==> config.mk <==
export PLATFORM = sky130hd
export DESIGN_NAME = shift_add_multiply
export DESIGN_NICKNAME = d
export VERILOG_FILES = /design/src/rtl/shift_add_multiply.sv
export SDC_FILE = /design/constraint.sdc
export NUM_CORES = 1
export LEC_CHECK = 0
export ABC_CLOCK_PERIOD_IN_PS = 3110
export CORE_UTILIZATION = 32
export DETAILED_ROUTE_END_ITERATION = 6
export PLACE_DENSITY = 0.54
export SYNTH_ARGS = -nofsm -noshare
export SYNTH_HDL_FRONTEND = slang
export SYNTH_SLANG_ARGS = --single-unit
==> constraint.sdc <==
create_clock -name clock -period 3.11 [get_ports clock]
set_clock_uncertainty 0.2 [all_clocks]
set_input_delay 0.311 -clock clock [delete_from_list [all_inputs] [get_ports clock]]
set_output_delay 0.311 -clock clock [all_outputs]
set_load 0.005 [all_outputs]
==> src/rtl/shift_add_multiply.sv <==
// Iterative shift-and-add multiplier, unsigned or two's complement per operation.
// Latency: done and p valid WIDTH+1 edges after the edge that accepts start.
// Backpressure: start is accepted only in IDLE/DONE; it is ignored while busy.
//
// Ports:
//   clock        rising-edge clock
//   reset        asynchronous, active-high; clears all state and aborts any op
//   start        request; sampled only when idle or done
//   signed_mode  1 = x,y are two's complement; sampled with start
//   x, y         multiplicand / multiplier (WIDTH bits); sampled with start
//   p            2*WIDTH-bit product, registered; held until the next completion
//   busy         high while an operation is iterating or fixing up the sign
//   done         level, high from completion until the next accepted start
module shift_add_multiply #(
    parameter int WIDTH = 8
) (
    input  logic                 clock,
    input  logic                 reset,
    input  logic                 start,
    input  logic                 signed_mode,
    input  logic [WIDTH-1:0]     x,
    input  logic [WIDTH-1:0]     y,
    output logic [2*WIDTH-1:0]   p,
    output logic                 busy,
    output logic                 done
);

    // Counter must hold the value WIDTH itself.
    localparam int CW = $clog2(WIDTH + 1);

    typedef enum logic [1:0] {
        IDLE = 2'd0,
        RUN  = 2'd1,
        FIX  = 2'd2,
        DONE = 2'd3
    } state_t;

    state_t             state;
    state_t             state_nxt;

    logic [CW-1:0]      counter;
    logic [WIDTH-1:0]   mc;        // multiplicand magnitude
    logic [WIDTH-1:0]   mp;        // multiplier magnitude, consumed LSB first
    logic [WIDTH-1:0]   acc_hi;    // upper half of the running product
    logic [WIDTH-1:0]   acc_lo;    // lower half, filled from the top as acc_hi shifts out
    logic               neg;       // final product must be negated

    logic [WIDTH-1:0]   x_mag;
    logic [WIDTH-1:0]   y_mag;
    logic [WIDTH:0]     sum;
    logic [2*WIDTH-1:0] acc_full;
    logic               accept;
    logic               last_step;

    // Magnitudes of the operands. The most negative value maps to 2^(WIDTH-1),
    // which still fits as an unsigned WIDTH-bit number, so no overflow case.
    always_comb begin
        x_mag = x;
        y_mag = y;
        if (signed_mode && x[WIDTH-1]) begin
            x_mag = {WIDTH{1'b0}} - x;
        end
        if (signed_mode && y[WIDTH-1]) begin
            y_mag = {WIDTH{1'b0}} - y;
        end
    end

    // One partial-product step: conditionally add mc into the upper half with a
    // carry bit, then the whole {carry, acc_hi, acc_lo} word shifts right by one.
    always_comb begin
        sum = {1'b0, acc_hi};
        if (mp[0]) begin
            sum = {1'b0, acc_hi} + {1'b0, mc};
        end
    end

    assign acc_full  = {acc_hi, acc_lo};
    assign accept    = start && ((state == IDLE) || (state == DONE));
    assign last_step = (counter == CW'(1));

    // State register.
    always_ff @(posedge clock or posedge reset) begin
        if (reset) begin
            state <= IDLE;
        end else begin
            state <= state_nxt;
        end
    end

    // Next-state logic.
    always_comb begin
        state_nxt = state;
        case (state)
            IDLE: begin
                if (start) begin
                    state_nxt = RUN;
                end
            end
            RUN: begin
                if (last_step) begin
                    state_nxt = FIX;
                end
            end
            FIX: begin
                state_nxt = DONE;
            end
            DONE: begin
                if (start) begin
                    state_nxt = RUN;
                end
            end
            default: begin
                state_nxt = IDLE;
            end
        endcase
    end

    // Datapath. Operand registers only load on an accepted start, so changes on
    // x/y/signed_mode and extra start pulses during an operation are harmless.
    always_ff @(posedge clock or posedge reset) begin
        if (reset) begin
            counter <= '0;
            mc      <= '0;
            mp      <= '0;
            acc_hi  <= '0;
            acc_lo  <= '0;
            neg     <= 1'b0;
            p       <= '0;
        end else begin
            if (accept) begin
                mc      <= x_mag;
                mp      <= y_mag;
                neg     <= signed_mode & (x[WIDTH-1] ^ y[WIDTH-1]);
                acc_hi  <= '0;
                acc_lo  <= '0;
                counter <= CW'(WIDTH);
            end else if (state == RUN) begin
                acc_hi  <= sum[WIDTH:1];
                acc_lo  <= {sum[0], acc_lo[WIDTH-1:1]};
                mp      <= mp >> 1;
                counter <= counter - CW'(1);
            end

            // p only moves here, so it holds the previous result while busy.
            if (state == FIX) begin
                if (neg) begin
                    p <= {(2*WIDTH){1'b0}} - acc_full;
                end else begin
                    p <= acc_full;
                end
            end
        end
    end

    assign busy = (state == RUN) || (state == FIX);
    assign done = (state == DONE);

endmodule

==> impl_metrics.json <==
{
  "status": "complete, no violations",
  "ir_worst_vdd_v": 0.000269,
  "relSlewSlack_pct": 46.3,
  "seq_power_share_pct": 35.5,
  "power_density_mw_per_mm2": 929,
  "post_cts_resized": 0,
  "cp-start-kind": "flip-flop",
  "path_max_fanout": 6,
  "post-dp-hpwl_mm": 4.88,
  "cts_buffers": 5,
  "drive_above_1_share_pct": 6.31,
  "clk_latency_ns": 0.30,
  "critPathMaxStageDelay_ns": 0.47,
  "grt-ovfl-total": 0,
  "hold_viol": 0,
  "avgViaCountPerCell": 4.98,
  "clockRootBuffer": "clkbuf_8",
  "setup_viol_count_final": 0,
  "dieArea_sq_mm": 0.0109,
  "track_usage_pct": 13.6,
  "p_sw_share_pct": 42.8,
  "avgSynthCellArea_sq_um": 9.26,
  "grt_max_degree": 56,
  "yosysSeqAreaShare_pct": 40.9,
  "place_congestion": 0.842,
  "synth_top_flop_cell": "dfrtp_1",
  "grt_pass1_vias": 2532,
  "clockBufferDepth": 2,
  "drtIter0Drc": 150,
  "first_pass_iters": 4,
  "cap_viol_max_count": 0,
  "drtAntennaViolNets": 0,
  "path_cells": "ha_1 > fa_1 > a211oi_1 > nor2_1 > or4_1 > a31oi_1",
  "synth_edf_count": 0,
  "cellInternalPower_mw": 2.10,
  "finalCriticalPeriod_ns": 2.44,
  "p_comb_share_pct": 53.7,
  "ys_warn_count": 0,
  "route.vias.total": 2649,
  "hold_path_class": "input port to asynchronous set/reset pin",
  "cts_hold_buf": 0,
  "tightest_slew_ns": 0.803,
  "dp_cells": 524,
  "diodes": 0,
  "static-leakage-power_nw": 1.69,
  "clk_pin_slew_ns": 0.10,
  "start_util_pct": 32.7,
  "syn_nets": 401,
  "total_power_mw": 3.67,
  "htree_levels": 2,
  "area_delta_synth_final_pct": 17.4,
  "std_cell_rows": 37,
  "post_cts_buffers": 0,
  "grt_pass1_wl_mm": 12.2,
  "clock-sinks": 55,
  "drt_wl_total_mm": 6.81,
  "critPathBufInv": 0,
  "switchingPower_mw": 1.57,
  "finalCritPeriodShare_pct": 78.6,
  "critPathTopFamily": "adder cells",
  "antenna_found_initial": 0,
  "arrival_ns": 2.47,
  "synthCells": 363,
  "die_h_um": 105,
  "wl_per_cell_um": 12.8,
  "drv_slew": 0,
  "placed_cell_area_sq_mm": 0.00386,
  "fin_tns_setup_ns": 0,
  "fmax_ghz": 0.409,
  "nNetsFinal": 433,
  "slowest_stage": "or4_1",
  "clock_power_share_pct": 10.8,
  "io_buffers": 37,
  "rsz0062_at_grt": "false",
  "reg2reg_depth": 6,
  "drc": 0,
  "critPathKind": "flip-flop to flip-flop",
  "cts_tree": "built",
  "cp_num_cells": 6,
  "synthArstFlopShare_pct": 100,
  "worstSetupEndpointType": "flip-flop",
  "coreArea_sq_mm": 0.0103,
  "yosysUniqueCellTypes": 51,
  "die_w_um": 105,
  "final_area_sq_mm": 0.00395,
  "layoutNonFillerInstCount": 532,
  "synth-seq-cells": 55,
  "io_pins": 38,
  "netlist_area_sq_mm": 0.00336,
  "required_ns": 3.14
}
==> cell usage in the layout (no fill, tap or decap), types with 6 or more instances in the layout <==
cell type / synthesis / final
dfrtp_1: 55 / 55
nor2_1: 45 / 44
clkdlybuf4s50_1: 0 / 37
a21oi_1: 27 / 27
nand2_1: 22 / 22
inv_1: 21 / 20
o21ai_0: 20 / 20
ha_1: 17 / 17
mux2i_1: 16 / 16
a211oi_1: 16 / 16
xor2_1: 14 / 14
xnor2_1: 12 / 12
nand3_1: 7 / 7
o31ai_1: 6 / 6
a31oi_1: 6 / 6
==> sequential cells by signal, summed over array words and instances (netlist names) <==
name,cells
acc_hi,8
acc_lo,8
counter,4
mc,8
mp,8
neg,1
p,16
state,2
==> logic make-up after synthesis <==
group	after synthesis	share of synthesized area, %
buffers and inverters	38	4.76
and+or+nand+nor	111	16.0
adders and majority gates	18	6.92
xor gates and xnor gates	26	6.77
DFF	55	40.9
muxes	17	5.10
AOI/OAI and AO/OA	98	19.5
==> Yosys cell counts, types with 3 or more instances <==
cell	instances	area (sq um)
dfrtp_1	55	1380
nor2_1	45	169
a21oi_1	27	135
nand2_1	22	82.6
inv_1	21	78.8
o21ai_0	20	100
ha_1	17	213
a211oi_1	16	120
mux2i_1	16	160
xor2_1	14	123
xnor2_1	12	105
clkbuf_1	10	37.5
nand3_1	7	35.0
a31oi_1	6	37.5
o31ai_1	6	45.0
nor2b_1	5	31.3
or3_1	4	25.0
and3_1	3	18.8
buf_4	3	22.5
nand2b_1	3	18.8
nand3b_1	3	22.5
nand4_1	3	18.8
nor3_1	3	15.0
nor3b_1	3	22.5
o311ai_0	3	26.3
or2_2	3	18.8
==> power groups by stage <==
stage | logic [mW] | registers (mW) | clock network, mW
finish | 1.97 | 1.30 | 0.396
global route | 2.24 | 1.36 | 0.440
CTS | 1.98 | 1.31 | 0.412
detailed placement | 1.97 | 1.32 | 0
global placement | 1.95 | 1.31 | 0
floorplan | 1.46 | 1.23 | 0
==> worst min-delay path, cell delays in order <==
cell,delay (ns)
clkdlybuf4s50_1,0.41
inv_2,0.05
buf_4,0.54
==> final cells by class <==
type / instances / area (sq um)
fillers: 1065 / 6330
multi-input cells: 270 / 1830
flip-flops and latches: 55 / 1380
repair buffers: 42 / 408
well taps: 136 / 170
inverters: 21 / 78.8
clock buffers: 6 / 72.6
clock inverters: 2 / 12.5
==> metrics by stage <==
step | utilization [%] | hold WS, ns | setup slack (ns)
finish | 38.4 | 0.300 | 0.665
global route | 38.4 | 0.335 | 0.490
CTS | 38.4 | 0.313 | 0.659
detailed placement | 37.6 | 0.286 | 0.714
global placement | 37.6 | 0.275 | 0.740
floorplan | - | 0.247 | 0.869
==> routing by layer <==
metal / vias up / part of all wire [%] / wire length (um) / track usage (%)
met3: 10 / 2.9 / 200 / 2.57
met2: 51 / 43 / 2950 / 21.7
li1: 1358 / - / - / -
met4: 0 / 1.8 / 120 / 4.29
met1: 1230 / 52 / 3540 / 18.5
met5: - / 0 / 0 / 0
==> worst paths after layout <==
kind                                             from  slack [ns]                     to
worst max-delay path            acc_hi[0]$_DFFE_PP0P_        0.67  acc_hi[5]$_DFFE_PP0P_
worst min-delay path                            reset        0.30   state[0]$_DFFE_PP0P_
worst max register to register  acc_hi[0]$_DFFE_PP0P_        0.67  acc_hi[5]$_DFFE_PP0P_
worst min register to register      mc[3]$_DFFE_PP0P_        0.30      mc[3]$_DFFE_PP0P_
max in group asynchronous                       reset        1.95  acc_lo[7]$_DFFE_PP0P_
min in group clock                  mc[3]$_DFFE_PP0P_        0.30      mc[3]$_DFFE_PP0P_
(Power assumes the default switching activity.)
